$ cat src/rtl/seq_shift_mult.sv
// seq_shift_mult: iterative shift-and-add unsigned multiplier with a
// start/busy/done handshake. One multiplier bit is consumed per RUN cycle.
// Optional build macro SEQ_SHIFT_MULT_EARLY_TERM_EN: RUN ends as soon as the
// remaining multiplier bits are all zero (product unchanged, shorter latency).
module seq_shift_mult #(
   parameter int N = 16,
   parameter int C = 4
) (
   input  logic           clk,
   input  logic           rst_n,
   input  logic           start,
   input  logic [N-1:0]   In_A,
   input  logic [N-1:0]   In_B,
   output logic           busy,
   output logic           done,
   output logic [2*N-1:0] Prod
);

   typedef enum logic [1:0] {
      IDLE,
      RUN,
      DONE
   } state_t;

   localparam logic [C-1:0] CNT_LAST = C'(N - 1);

   state_t         state;
   state_t         state_nx;
   logic [2*N-1:0] a;
   logic [2*N-1:0] acc;
   logic [N-1:0]   b;
   logic [C-1:0]   cnt;
   logic           last_iter;

   // Decide whether the current RUN iteration is the final one.
   always_comb begin
`ifdef SEQ_SHIFT_MULT_EARLY_TERM_EN
      last_iter = (cnt == CNT_LAST) || ((b >> 1) == '0);
`else
      last_iter = (cnt == CNT_LAST);
`endif
   end

   // State register with synchronous active-low reset.
   always_ff @(posedge clk) begin
      if (!rst_n) begin
         state <= IDLE;
      end else begin
         state <= state_nx;
      end
   end

   // Next-state logic.
   always_comb begin
      state_nx = state;
      case (state)
         IDLE:    if (start) state_nx = RUN;
         RUN:     if (last_iter) state_nx = DONE;
         DONE:    state_nx = IDLE;
         default: state_nx = IDLE;
      endcase
   end

   // Datapath: operand load, shift-and-add iterations, result capture.
   always_ff @(posedge clk) begin
      if (!rst_n) begin
         a    <= '0;
         b    <= '0;
         acc  <= '0;
         cnt  <= '0;
         Prod <= '0;
         done <= 1'b0;
      end else begin
         done <= 1'b0;
         case (state)
            IDLE: begin
               if (start) begin
                  a   <= {{N{1'b0}}, In_A};
                  b   <= In_B;
                  acc <= '0;
                  cnt <= '0;
               end
            end
            RUN: begin
               if (b[0]) acc <= acc + a;
               a   <= a << 1;
               b   <= b >> 1;
               cnt <= cnt + 1'b1;
            end
            DONE: begin
               Prod <= acc;
               done <= 1'b1;
            end
            default: ;
         endcase
      end
   end

   // busy covers RUN and DONE.
   always_comb begin
      busy = (state != IDLE);
   end

endmodule

$ cat config.mk
export PLATFORM = sky130hd
export DESIGN_NAME = seq_shift_mult
export DESIGN_NICKNAME = d
export VERILOG_FILES = /design/src/rtl/seq_shift_mult.sv
export SDC_FILE = /design/constraint.sdc
export NUM_CORES = 1
export LEC_CHECK = 0
export CAP_MARGIN = 5
export CORE_MARGIN = 4
export CORE_UTILIZATION = 60
export DETAILED_ROUTE_END_ITERATION = 12
export PLACE_DENSITY = 0.84
export SYNTH_ARGS = -nofsm -noshare
export SYNTH_HDL_FRONTEND = slang
export SYNTH_SLANG_ARGS = --single-unit
export TNS_END_PERCENT = 30
$ cat constraint.sdc
create_clock -name clk -period 5.7 [get_ports clk]
set_input_delay 0.855 -clock clk [delete_from_list [all_inputs] [get_ports clk]]
set_output_delay 0.855 -clock clk [all_outputs]
set_load 0.02 [all_outputs]
==> results.json, run 1 <==
{
  "synth_area_leaders": "dfxtp_1, nand2_1, ha_1",
  "grt_pass1_vias": 5415,
  "critPathKind": "reg -> reg",
  "dp_hpwl_um": 9950,
  "antenna_found_initial": 0,
  "status": "completed",
  "syn_area_per_cell_um2": 8.25,
  "finalClockSkew_ps": 9.83,
  "hold_viol_final": 0,
  "synth_edf_count": 0,
  "critical_path.max_fanout": 5,
  "clock-root-buffer": "clkbuf_8",
  "post-route-min-period_ps": 3080,
  "final_core_util_pct": 73.9,
  "synth_cell_types": 57,
  "post_cts_buffers": 0,
  "grt_usage_pct": 25.9,
  "clock_path_buffers": 2,
  "hold_class": "reg -> reg",
  "cts_tree": "built",
  "yosysWarnings": 0,
  "wl_per_cell_um": 15.9,
  "ant_nets": 0,
  "wl_met2_um": 7470,
  "clock_sinks": 119,
  "async_flop_share_pct": 0,
  "core_area_mm2": 0.0102,
  "drt-met1-wl_um": 6480,
  "syn_nets": 828,
  "initial_core_util_pct": 61.3,
  "setup_ws_ps": 2620,
  "num_vias": 5638,
  "die_w_um": 110,
  "ys_seq_area_share_pct": 38.0,
  "ioPinCount": 69,
  "drv_slew": 0,
  "synth.ff_latch_count": 119,
  "worstPathRequired_ps": 6120,
  "clock.fmax_mhz": 324,
  "drtPass1Iterations": 5,
  "ctsResizeCount": 0,
  "drtIter0Drc": 347,
  "pwr_density_cell_mw_per_mm2": 278,
  "grt_max_degree": 102,
  "synth_area_leader_cell": "dfxtp_1",
  "end_kind": "register",
  "p_leak_uw": 0.00322,
  "final_nets": 868,
  "clk_latency_ps": 520,
  "clk_pin_slew_ps": 60,
  "syn_area_mm2": 0.00627,
  "top_layer": "met4",
  "finalSetupViolations": 0,
  "grt_pass1_wl_um": 25300,
  "place.gp.congestion": 0.916,
  "slew-limit-headroom_pct": 45.9,
  "grt_overflow": 0,
  "antenna_cells": 0,
  "io_buffers": 68,
  "area_growth_pct": 20.6,
  "cts_hold_buf": 0,
  "drc": 0,
  "rsz0062_at_grt": "no",
  "ys.flop_type": "dfxtp_1",
  "rows": 37,
  "synth_top_area_share_pct": 38.0,
  "cp.arrival_ps": 3500,
  "dieArea_mm2": 0.0121,
  "wl_met3_um": 873,
  "finalCritPeriodShare_pct": 54.1,
  "synthCells": 760,
  "htree_levels": 4,
  "die_y_um": 110,
  "critical_path.startpoint_type": "register",
  "drt-vias-per-instance": 5.94,
  "drive_above_1_share_pct": 6.52,
  "finalSetupTns_ps": 0,
  "ir_worst_vdd_v": 0.000238,
  "max_cap_viol_count": 0,
  "preCtsSetupSlack_ps": 2710,
  "tightest_slew_ps": 812,
  "cts-buffers-inserted": 17,
  "wl_um": 15100
}
-- worst paths after layout --
path / startpoint / to / slack (ps) / cells past startpoint
worst max-delay path: a[0]$_SDFFE_PN0P_ / acc[24]$_SDFFE_PN0P_ / 2620 / 12
worst min register to register: Prod[31]$_SDFFE_PN0P_ / Prod[31]$_SDFFE_PN0P_ / 470 / 2
worst max register to register: a[0]$_SDFFE_PN0P_ / acc[24]$_SDFFE_PN0P_ / 2620 / 12
worst min-delay path: Prod[31]$_SDFFE_PN0P_ / Prod[31]$_SDFFE_PN0P_ / 470 / 2
-- layer usage --
metal / GRT usage [%] / vias to the layer above
met5: 0 / -
met4: 8.18 / 0
met3: 4.72 / 27
met2: 45.1 / 177
met1: 32.4 / 2684
li1: - / 2750
-- metrics by stage --
stage / total power [uW] / hold slack [ps] / instances / area [um2]
after floorplan: 1000 / 451 / 760 / 6270
after global placement: 1050 / 453 / 916 / 6940
after detailed placement: 1060 / 460 / 916 / 6940
after CTS: 2110 / 467 / 948 / 7530
after global routing: 2180 / 487 / 949 / 7560
final: 2100 / 465 / 949 / 7560
-- cell usage after synthesis (3+ instances only) --
cell type,count
o21ai_0,35
xor2_1,9
o21bai_1,7
o21ai_2,3
o211a_1,29
nand2b_1,5
nor2_1,25
nand2_1,164
a31oi_1,4
o211ai_1,3
a21boi_0,34
and2_1,4
ha_1,32
a21oi_1,32
nor3_1,3
clkbuf_1,48
mux2i_1,3
inv_1,9
a22oi_1,31
xnor2_1,16
and3_1,7
a211oi_1,5
nor2b_1,39
a21o_1,21
dfxtp_1,119
nand3_1,37
-- report_power, final --
part	switching, uW	internal [uW]	total [uW]
Clock	383	676	1060
Combinational	93.5	78.7	172
Sequential	18.0	855	873
Total	495	1610	2100
-- kinds of logic (layout without fill, tap and decap cells) --
kind of cell               after synthesis  in the layout  synth area share (%)
DFF                                    119            119                  38.0
buffers and inverters                   63            116                  4.19
AOI/OAI and AO/OA                      220            220                  25.5
adders and majority gates               33             33                  6.71
and+or+nand+nor                        296            296                  21.4
xor gates and xnor gates                25             25                  3.49
muxes                                    4              4                 0.659
-- layout make-up --
cell class	instances	area (um2)
fillers	778	2670
well taps	136	170
flip-flops and latches	119	2380
inverters	9	33.8
clock inverters	12	153
clock buffers	20	435
multi-input cells	578	3640
repair buffers	75	748
-- cell usage in the layout, fill, tap and decap left out, types with 29 or more instances in the layout --
cell type,count
a21boi_0,34
o211a_1,29
ha_1,32
a22oi_1,31
dfxtp_1,119
a21oi_1,32
nor2b_1,37
nand2_1,164
o21ai_0,35
nand3_1,37
clkdlybuf4s50_1,67
-- worst max-delay path: stages, from the launching register on --
cell,delay [ps]
dfxtp_1,380
ha_1,220
inv_1,70
fa_1,390
nor2b_1,150
o21ai_0,110
a21boi_0,420
o2111a_1,310
nor2_1,90
o21ai_2,320
a31oi_1,170
xor2_1,160
o21ai_0,210
-- registers in the layout, indices dropped and copies added (netlist names) --
| signal | count |
|---|---|
| state | 2 |
| done | 1 |
| acc | 32 |
| a | 32 |
| b | 16 |
| Prod | 32 |
| cnt | 4 |
No activity file was read; power rests on OpenSTA's default activity.
==> run 2, diff against run 1 <==
- CORE_UTILIZATION: 60 -> 51
- PLACE_DENSITY: 0.84 -> 0.76
- clock period: 5.7 -> 2.7 ns (I/O delays scaled with it)
==> run 2 against run 1 <==
  * Global-route usage down 4.5 points
  * Power up 110%
  * Sequential share of layout area down 0.47 points
  * Clock-buffer cell count up 5
  * Sequential power up 110%
==> results.json, run 2 (synthesis results as in run 1) <==
{
  "die_w_um": 119,
  "initial_core_util_pct": 52.2,
  "wl_per_cell_um": 15.4,
  "max_cap_viol_count": 0,
  "clock_sinks": 119,
  "drv_slew": 0,
  "slew-limit-headroom_pct": 45.1,
  "worstHoldStart": "rst_n",
  "cts_hold_buf": 0,
  "grt_pass1_wl_um": 25100,
  "hold_viol_final": 0,
  "worstPathRequired_ps": 3010,
  "p_leak_uw": 0.00326,
  "clk_pin_slew_ps": 50,
  "htree_levels": 4,
  "critPathKind": "reg -> reg",
  "reg_top3": "Prod x32, a x32, acc x32",
  "ant_nets": 0,
  "drc": 0,
  "drive_above_1_share_pct": 9.25,
  "rows": 40,
  "mostFrequentLayoutCell": "nand2_1",
  "tightest_slew_ps": 824,
  "clock_path_buffers": 2,
  "dp_hpwl_um": 10100,
  "grt_overflow": 0,
  "cts-buffers-inserted": 17,
  "grt_pass1_vias": 5381,
  "finalSetupTns_ps": 0,
  "cp.arrival_ps": 2910,
  "ioPinCount": 69,
  "grt_max_degree": 98,
  "finalSetupViolations": 0,
  "antenna_found_initial": 0,
  "clock.fmax_mhz": 385,
  "hold_ws_ps": 293,
  "drtIter0Drc": 264,
  "pwr_density_cell_mw_per_mm2": 568,
  "finalCritPeriodShare_pct": 96.3,
  "drtPass1Iterations": 5,
  "ir_worst_vdd_v": 0.000319,
  "hold_class": "in -> reg",
  "io_buffers": 68,
  "cts_tree": "built",
  "final_nets": 880,
  "regToRegStartpoint": "acc[10]$_SDFFE_PN0P_",
  "die_y_um": 119,
  "end_kind": "register",
  "clock-root-buffer": "clkbuf_16",
  "clk_latency_ps": 420,
  "status": "completed",
  "dieArea_mm2": 0.0141,
  "core_area_mm2": 0.0120,
  "fillers": 1049,
  "area_growth_pct": 22.7,
  "critical_path.startpoint_type": "register",
  "final_cell_mix": "nand2_1, dfxtp_1, clkdlybuf4s50_1",
  "critical_path.max_fanout": 4,
  "grt_usage_pct": 21.3,
  "drt-vias-per-instance": 5.74,
  "wl_um": 14900,
  "finalClockSkew_ps": 6.78,
  "place.gp.congestion": 0.901,
  "antenna_cells": 0,
  "post-route-min-period_ps": 2600,
  "crit_path_start": "acc[10]$_SDFFE_PN0P_",
  "num_vias": 5563
}
==> run 2: cell count changes in the layout (fill, tap and decap cells not counted), sizes merged <==
cell	before	now
clkbuf	20	25
buf	8	20
clkinv	8	2
bufinv	3	2
clkinvlp	1	0
==> run 2: metal layers <==
metal,wire length [um],global-route usage (%)
met1,7040,28.0
met4,267,8.62
met2,6990,33.8
met3,579,5.13
met5,0,0
==> run 2: worst paths after layout <==
path	depth (start not counted)	end	slack, ps
worst max-delay path	9	acc[29]$_SDFFE_PN0P_	100
worst max register to register	9	acc[29]$_SDFFE_PN0P_	100
worst min register to register	2	Prod[8]$_SDFFE_PN0P_	460
worst min-delay path	2	a[31]$_SDFFE_PN0P_	290
==> run 2: timing repair <==
action,CTS,global route
endpoints found under the hold margin,0,0
cloned,0,0
setup endpoints to repair,8,13
setup buffers,1,1
resized for setup,3,20
pin swaps,1,4
==> run 2: layout make-up <==
class	count	area [um2]	area share, %
Tap cell	147	184	2.39
Clock inverter	4	70.1	0.911
Timing Repair Buffer	87	835	10.9
Clock buffer	25	485	6.31
Sequential cell	119	2390	31.0
Multi-Input combinational cell	578	3690	48.0
Inverter	9	33.8	0.439
==> run 2: worst max-delay path, cell delays in order (launching register included) <==
cell	delay, ps
dfxtp_1	360
ha_2	320
a21oi_2	170
o21ai_0	140
a211oi_2	230
o21ai_2	140
a31oi_4	220
o21ai_2	110
or4b_1	540
a32o_1	260
==> run 2: stage by stage <==
step | worst slack [ps] | area [um2] | util [%] | instances | power [uW]
2_1_floorplan | 134 | 6270 | - | 760 | 2120
3_3_place_gp | 58.3 | 7050 | 58.7 | 938 | 2230
3_5_place_dp | -92.7 | 7050 | 58.7 | 938 | 2240
4_1_cts | 15.4 | 7620 | 63.4 | 968 | 4390
5_1_grt | -29.8 | 7690 | 64.0 | 969 | 4540
6_report | 101 | 7690 | 64.0 | 969 | 4370
==> run 2: power breakdown <==
| group | switching [uW] | internal, uW | leakage [uW] |
|---|---|---|---|
| clock | 742 | 1410 | 0.000273 |
| combinational | 199 | 173 | 0.00202 |
| sequential | 37.8 | 1810 | 0.000968 |
| total | 979 | 3390 | 0.00326 |
==> run 3, diff against run 2 <==
- CAP_MARGIN: 5 -> 20
==> results of run 3 <==
No change in the layout: final DEF, timing and power equal those of run 2.
